### config.mk
export PLATFORM = sky130hd
export DESIGN_NAME = mul_hilo_ctrl
export DESIGN_NICKNAME = d
export VERILOG_FILES = /design/src/rtl/mul_hilo_ctrl_pkg.sv /design/src/rtl/mul_hilo_ctrl_hilo_regfile.sv /design/src/rtl/mul_hilo_ctrl.sv
export SDC_FILE = /design/constraint.sdc
export NUM_CORES = 1
export LEC_CHECK = 0
export ABC_AREA = 1
export ABC_CLOCK_PERIOD_IN_PS = 1500
export CORE_ASPECT_RATIO = 0.9
export CORE_UTILIZATION = 40
export CTS_CLUSTER_DIAMETER = 120
export DETAILED_ROUTE_END_ITERATION = 10
export GPL_ROUTABILITY_DRIVEN = 1
export GPL_TIMING_DRIVEN = 0
export HOLD_SLACK_MARGIN = 0.1
export PLACE_DENSITY = 0.81
export SLEW_MARGIN = 0
export SYNTH_ARGS = -nofsm -noshare
export SYNTH_HDL_FRONTEND = slang
export SYNTH_SLANG_ARGS = --single-unit
### constraint.sdc
create_clock -name clk -period 1.5 [get_ports clk]
set_clock_uncertainty 0.05 [all_clocks]
set_input_delay 0.3 -clock clk [delete_from_list [all_inputs] [get_ports clk]]
set_output_delay 0.3 -clock clk [all_outputs]
set_load 0.1 [all_outputs]
### src/rtl/mul_hilo_ctrl_pkg.sv
`default_nettype none
// ============================================================================
// Module   : mul_hilo_ctrl_pkg
// Purpose  : Shared types and widths for the multiply sequencer and its
//            HI/LO register file.
// Contents : state_t (ST_IDLE / ST_CALC / ST_WRITE), HILO_W, PROD_W, CNT_W
// Revision : 1.0 - initial release
// ============================================================================
package mul_hilo_ctrl_pkg;

    localparam int HILO_W = 32;
    localparam int PROD_W = 64;
    localparam int CNT_W  = 4;

    typedef enum logic [1:0] {
        ST_IDLE  = 2'd0,
        ST_CALC  = 2'd1,
        ST_WRITE = 2'd2
    } state_t;

endpackage
`default_nettype wire

### src/rtl/mul_hilo_ctrl_hilo_regfile.sv
`default_nettype none
// ============================================================================
// Module   : hilo_regfile
// Purpose  : Architectural HI/LO registers. A product capture takes priority
//            over mthi/mtlo writes. Provides the mfhi/mflo read mux, which can
//            optionally forward the live multiplier product.
// Ports    : clk, clr_n      - clock, async active-low clear
//            capture, prod   - load {HI,LO} from the 64-bit product
//            hi_we, lo_we    - gated mthi/mtlo strobes, wr_data payload
//            hi_rd, lo_rd    - read selects (hi_rd wins)
//            rd_bypass       - read from prod instead of the registers
//            hi_q, lo_q      - register contents; rd_data - read result
// Revision : 1.0 - initial release
// ============================================================================
module hilo_regfile
    import mul_hilo_ctrl_pkg::*;
(
    input  logic              clk,
    input  logic              clr_n,
    input  logic              capture,
    input  logic [PROD_W-1:0] prod,
    input  logic              hi_we,
    input  logic              lo_we,
    input  logic [HILO_W-1:0] wr_data,
    input  logic              hi_rd,
    input  logic              lo_rd,
    input  logic              rd_bypass,
    output logic [HILO_W-1:0] hi_q,
    output logic [HILO_W-1:0] lo_q,
    output logic [HILO_W-1:0] rd_data
);

    logic [HILO_W-1:0] hi_src;
    logic [HILO_W-1:0] lo_src;

    always_ff @(posedge clk or negedge clr_n) begin
        if (!clr_n) begin
            hi_q <= '0;
            lo_q <= '0;
        end else if (capture) begin
            hi_q <= prod[PROD_W-1:HILO_W];
            lo_q <= prod[HILO_W-1:0];
        end else begin
            if (hi_we) hi_q <= wr_data;
            if (lo_we) lo_q <= wr_data;
        end
    end

    always_comb begin
        hi_src  = rd_bypass ? prod[PROD_W-1:HILO_W] : hi_q;
        lo_src  = rd_bypass ? prod[HILO_W-1:0]      : lo_q;
        rd_data = '0;
        if (hi_rd)      rd_data = hi_src;
        else if (lo_rd) rd_data = lo_src;
    end

endmodule
`default_nettype wire

### src/rtl/mul_hilo_ctrl.sv
`default_nettype none
// ============================================================================
// Module   : mul_hilo_ctrl
// Purpose  : Sequences a multicycle 32x32 external multiplier: latches the
//            operands, holds them for LATENCY edges, then captures the 64-bit
//            product into HI/LO. Arbitrates mfhi/mflo/mthi/mtlo against an
//            in-flight multiply by raising stall.
// Params   : LATENCY (1..15) - edges the operands are held before WRITE
// Macro    : HILO_BYPASS_EN  - reads in WRITE forward mul_p instead of stalling
// Ports    : clk, clr_n; start/ready; op_a/op_b -> mul_m/mul_q; mul_p in;
//            done; hi_rd/lo_rd/rd_data; hi_wr/lo_wr/wr_data; stall; hi_q/lo_q
// Revision : 1.0 - initial release
// ============================================================================
module mul_hilo_ctrl
    import mul_hilo_ctrl_pkg::*;
#(
    parameter int LATENCY = 4
) (
    input  logic              clk,
    input  logic              clr_n,
    input  logic              start,
    output logic              ready,
    input  logic [HILO_W-1:0] op_a,
    input  logic [HILO_W-1:0] op_b,
    output logic [HILO_W-1:0] mul_m,
    output logic [HILO_W-1:0] mul_q,
    input  logic [PROD_W-1:0] mul_p,
    output logic              done,
    input  logic              hi_rd,
    input  logic              lo_rd,
    output logic [HILO_W-1:0] rd_data,
    input  logic              hi_wr,
    input  logic              lo_wr,
    input  logic [HILO_W-1:0] wr_data,
    output logic              stall,
    output logic [HILO_W-1:0] hi_q,
    output logic [HILO_W-1:0] lo_q
);

    localparam logic [CNT_W-1:0] CNT_LOAD = CNT_W'(LATENCY - 1);

    state_t           state;
    state_t           state_nxt;
    logic [CNT_W-1:0] cnt;
    logic             accept;
    logic             capture;
    logic             rd_bypass;
    logic             any_rd;
    logic             any_wr;

    // ---------------- state register ----------------
    always_ff @(posedge clk or negedge clr_n) begin
        if (!clr_n) state <= ST_IDLE;
        else        state <= state_nxt;
    end

    // ---------------- next-state logic ----------------
    always_comb begin
        state_nxt = state;
        case (state)
            ST_IDLE:  if (start) state_nxt = ST_CALC;
            ST_CALC:  if (cnt == '0) state_nxt = ST_WRITE;
            ST_WRITE: state_nxt = ST_IDLE;
            default:  state_nxt = ST_IDLE;
        endcase
    end

    // ---------------- output logic ----------------
    always_comb begin
        ready   = (state == ST_IDLE);
        accept  = ready & start;
        capture = (state == ST_WRITE);
        any_rd  = hi_rd | lo_rd;
        any_wr  = hi_wr | lo_wr;
`ifdef HILO_BYPASS_EN
        // The product is already settled in WRITE, so reads can be served
        // straight from mul_p; writes must still wait for the capture.
        rd_bypass = capture;
        stall     = (any_wr & ~ready) | (any_rd & ~ready & ~capture);
`else
        rd_bypass = 1'b0;
        stall     = (any_rd | any_wr) & ~ready;
`endif
    end

    // ---------------- operand / counter / done registers ----------------
    // Operands are only reloaded on an accepted start, so the multiplier
    // inputs stay stable through CALC and until the next request.
    always_ff @(posedge clk or negedge clr_n) begin
        if (!clr_n) begin
            cnt   <= '0;
            mul_m <= '0;
            mul_q <= '0;
            done  <= 1'b0;
        end else begin
            done <= capture;
            if (accept) begin
                mul_m <= op_a;
                mul_q <= op_b;
                cnt   <= CNT_LOAD;
            end else if ((state == ST_CALC) && (cnt != '0)) begin
                cnt <= cnt - 1'b1;
            end
        end
    end

    // Writes are only honoured in IDLE; a write coinciding with an accepted
    // start lands now and is later overwritten by the product capture.
    hilo_regfile u_hilo (
        .clk       (clk),
        .clr_n     (clr_n),
        .capture   (capture),
        .prod      (mul_p),
        .hi_we     (hi_wr & ready),
        .lo_we     (lo_wr & ready),
        .wr_data   (wr_data),
        .hi_rd     (hi_rd),
        .lo_rd     (lo_rd),
        .rd_bypass (rd_bypass),
        .hi_q      (hi_q),
        .lo_q      (lo_q),
        .rd_data   (rd_data)
    );

endmodule
`default_nettype wire

==> impl_metrics.py <==
metrics = {
    "yosys": {
        "ys.flop_type": "dfrtp_1",
        "syn_avg_cell_area_um2": 7.36,
        "synthCells": 865,
        "synth_edf_count": 0,
        "yosysSeqAreaShare_pct": 53.1,
        "ys_warn_count": 0,
        "yosysUniqueCellTypes": 20,
        "synth.top_cell.area_share_pct": 53.1,
        "syn_nets": 1034,
        "syn_area_mm2": 0.00637,
        "synth.most_common_cell": "nand2_1",
        "yosysTopAreaCell": "dfrtp_1",
        "yosys-top-cells-count": "nand2_1, dfrtp_1, inv_1",
        "synth_seq_cells": 135,
        "synth_area_leaders": "dfrtp_1, nand2_1, o21ai_1",
        "synth-async-reset-ratio_pct": 100,
    },
    "timing": {
        "fmax_mhz": 610,
        "whs_ns": 0.334,
        "finalHoldViolations": 0,
        "period_share_pct": 109,
        "slew_violations": 0,
        "relSlewSlack_pct": 60.9,
        "final.min_clock_period_ns": 1.64,
        "rsz0062_at_grt": "true",
        "setup_violations": 138,
        "worst_slew_pin_slew_ns": 0.586,
        "finalWorstSetupSlack_ns": -0.140,
    },
    "layout": {
        "drive_gt1_share_pct": 35.4,
        "nets": 1408,
        "regArea_mm2": 0.00347,
        "multi_input_area_mm2": 0.00307,
        "fill_cells": 1057,
        "area_delta_synth_final_pct": 86.1,
    },
    "clock_tree": {
        "clock_sinks": 135,
        "ctsHtreeMaxLevel": 4,
        "clock_latency_ns": 0.42,
        "cts_tree": "yes",
        "clockBufferDepth": 2,
        "cts_made_buffers": 17,
        "clk_pin_slew_ns": 0.06,
        "root_buffer": "clkbuf_16",
    },
    "global_route": {
        "grt_first_pass_wirelength_um": 36300,
        "grt_overflow": 0,
        "antenna_found_initial": 1,
        "grt_max_degree": 78,
        "grt_pass1_vias": 6903,
        "grt_use_total_pct": 29.3,
    },
    "drt": {
        "drc": 0,
        "wirelength_um": 24500,
        "drt_iter0_markers": 420,
        "drt_first_pass_iters": 5,
        "vias": 7122,
        "routedWlPerCell_um": 16.8,
        "vias_per_cell": 4.89,
        "ant_nets": 0,
    },
    "die": {
        "initial_core_util_pct": 41.1,
        "io_pins": 330,
        "fp.dieW_um": 135,
        "dieArea_mm2": 0.0164,
        "die_h_um": 122,
        "rows": 43,
        "core_mm2": 0.0155,
    },
    "worst_setup_path": {
        "path_cells": "nor2_4, buf_8",
        "r2r-start": "state[0]$_DFFE_PN0P_",
        "start_kind": "register",
        "cpPeakStageDelay_ns": 0.44,
        "critPathArrivalTime_ns": 1.29,
        "path_class": "register to output port",
        "cp-end-kind": "output port",
        "cp.required_ns": 1.15,
        "cp_max_fo": 4,
        "crit_start": "state[0]$_DFFE_PN0P_",
        "critical-path-top-delay-family": "flip-flops",
        "crit_slowest_cell": "dfrtp_2",
        "crit_buf_inv": 1,
    },
    "place": {
        "place.port_buffers": 327,
        "dp_slack_ns": -1.28,
        "dp_hpwl_um": 16700,
        "gp_congestion": 0.854,
    },
    "run_status": {
        "violations": "negative setup slack",
        "status": "finished, violations left",
    },
    "min_path": {
        "hp-class": "input port to register",
        "hold_start": "lo_wr",
    },
    "job": {
        "maxCapViolCount": 0,
    },
}
## worst min-delay path: cells and delay by family
kind                   cells  cell delay, ns
buffers and inverters      1            0.19
AO/OA/AOI/OAI              2            0.27
## path summary, 6_finish.rpt
| kind | slack (ns) | depth (start not counted) | to |
|---|---|---|---|
| min in group asynchronous | 0.36 | 2 | mul_q[10]$_DFFE_PN0P_ |
| worst min register to register | 0.43 | 2 | mul_q[14]$_DFFE_PN0P_ |
| worst min-delay path | 0.33 | 3 | u_hilo.lo_q[2]$_DFFE_PN0P_ |
| worst max-delay path | -0.14 | 2 | ready |
| worst max register to register | -0.11 | 9 | u_hilo.lo_q[18]$_DFFE_PN0P_ |
| max in group asynchronous | 0.24 | 3 | u_hilo.lo_q[30]$_DFFE_PN0P_ |
## stage by stage
stage | util [%] | TNS, ns | std cells | instance area [µm²]
global placement | 66.7 | -881.67 | 1394 | 10300
global route | 76.5 | -14.67 | 1455 | 11800
detailed placement | 66.9 | -110.72 | 1395 | 10400
CTS | 74.0 | -0.956 | 1439 | 11500
floorplan | - | -13.29 | 865 | 6810
finish | 76.5 | -5.07 | 1455 | 11800
## cell families after synthesis
family	synth area share [%]
buffers and inverters	8.22
adders and majority gates	0.393
DFF	53.1
xor gates and xnor gates	0.138
AOI/OAI and AO/OA	5.39
and+or+nand+nor	32.8
## sequential cells by signal (all words and copies together), names as in the netlist
name	cells
state	2
u_hilo.lo_q	32
cnt	4
done	1
u_hilo.hi_q	32
mul_m	32
mul_q	32
## placed cells by master (no fill, tap or decap), drive strengths merged, types with 2 or more instances in the layout
cell           Yosys  layout
buf               22     209
bufinv             0       2
clkbuf            25      46
clkdlybuf4s50      0     161
clkinv             0       4
dfrtp            135     135
ha                 2       2
inv               72      79
nand2            497     497
nand3             36      36
nor2               6       6
o21ai             66      67
## timing repair
action / in CTS / in global routing
gates resized for setup: 1193 / 49
endpoints found under the setup margin: 224 / 166
cloned: 0 / 7
setup buffers: 11 / 8
pin swaps: 58 / 8
hold endpoints to repair: 58 / 0
hold buffers: 1 / 0
## per-layer routing
layer | part of all wire [%] | global-route usage, % | wire length, µm | vias up
met1 | 36 | 32.2 | 8800 | 3339
met5 | 0 | 0 | 0 | -
li1 | - | - | - | 3372
met4 | 3.0 | 11.8 | 744 | 0
met2 | 52 | 51.5 | 12700 | 352
met3 | 9.1 | 10.4 | 2220 | 59
## final cells by class
class / instances / area share, %
inverters: 72 / 2.37
clock buffers: 18 / 3.62
flip-flops and latches: 135 / 29.3
repair buffers: 354 / 31.2
well taps: 202 / 2.13
multi-input cells: 612 / 25.9
clock inverters: 14 / 1.39
plain buffers: 47 / 4.08
diodes: 1 / 0.0211
Power is not shown: default switching activity piles up to over one toggle a cycle in this logic, so the estimate is an artifact.
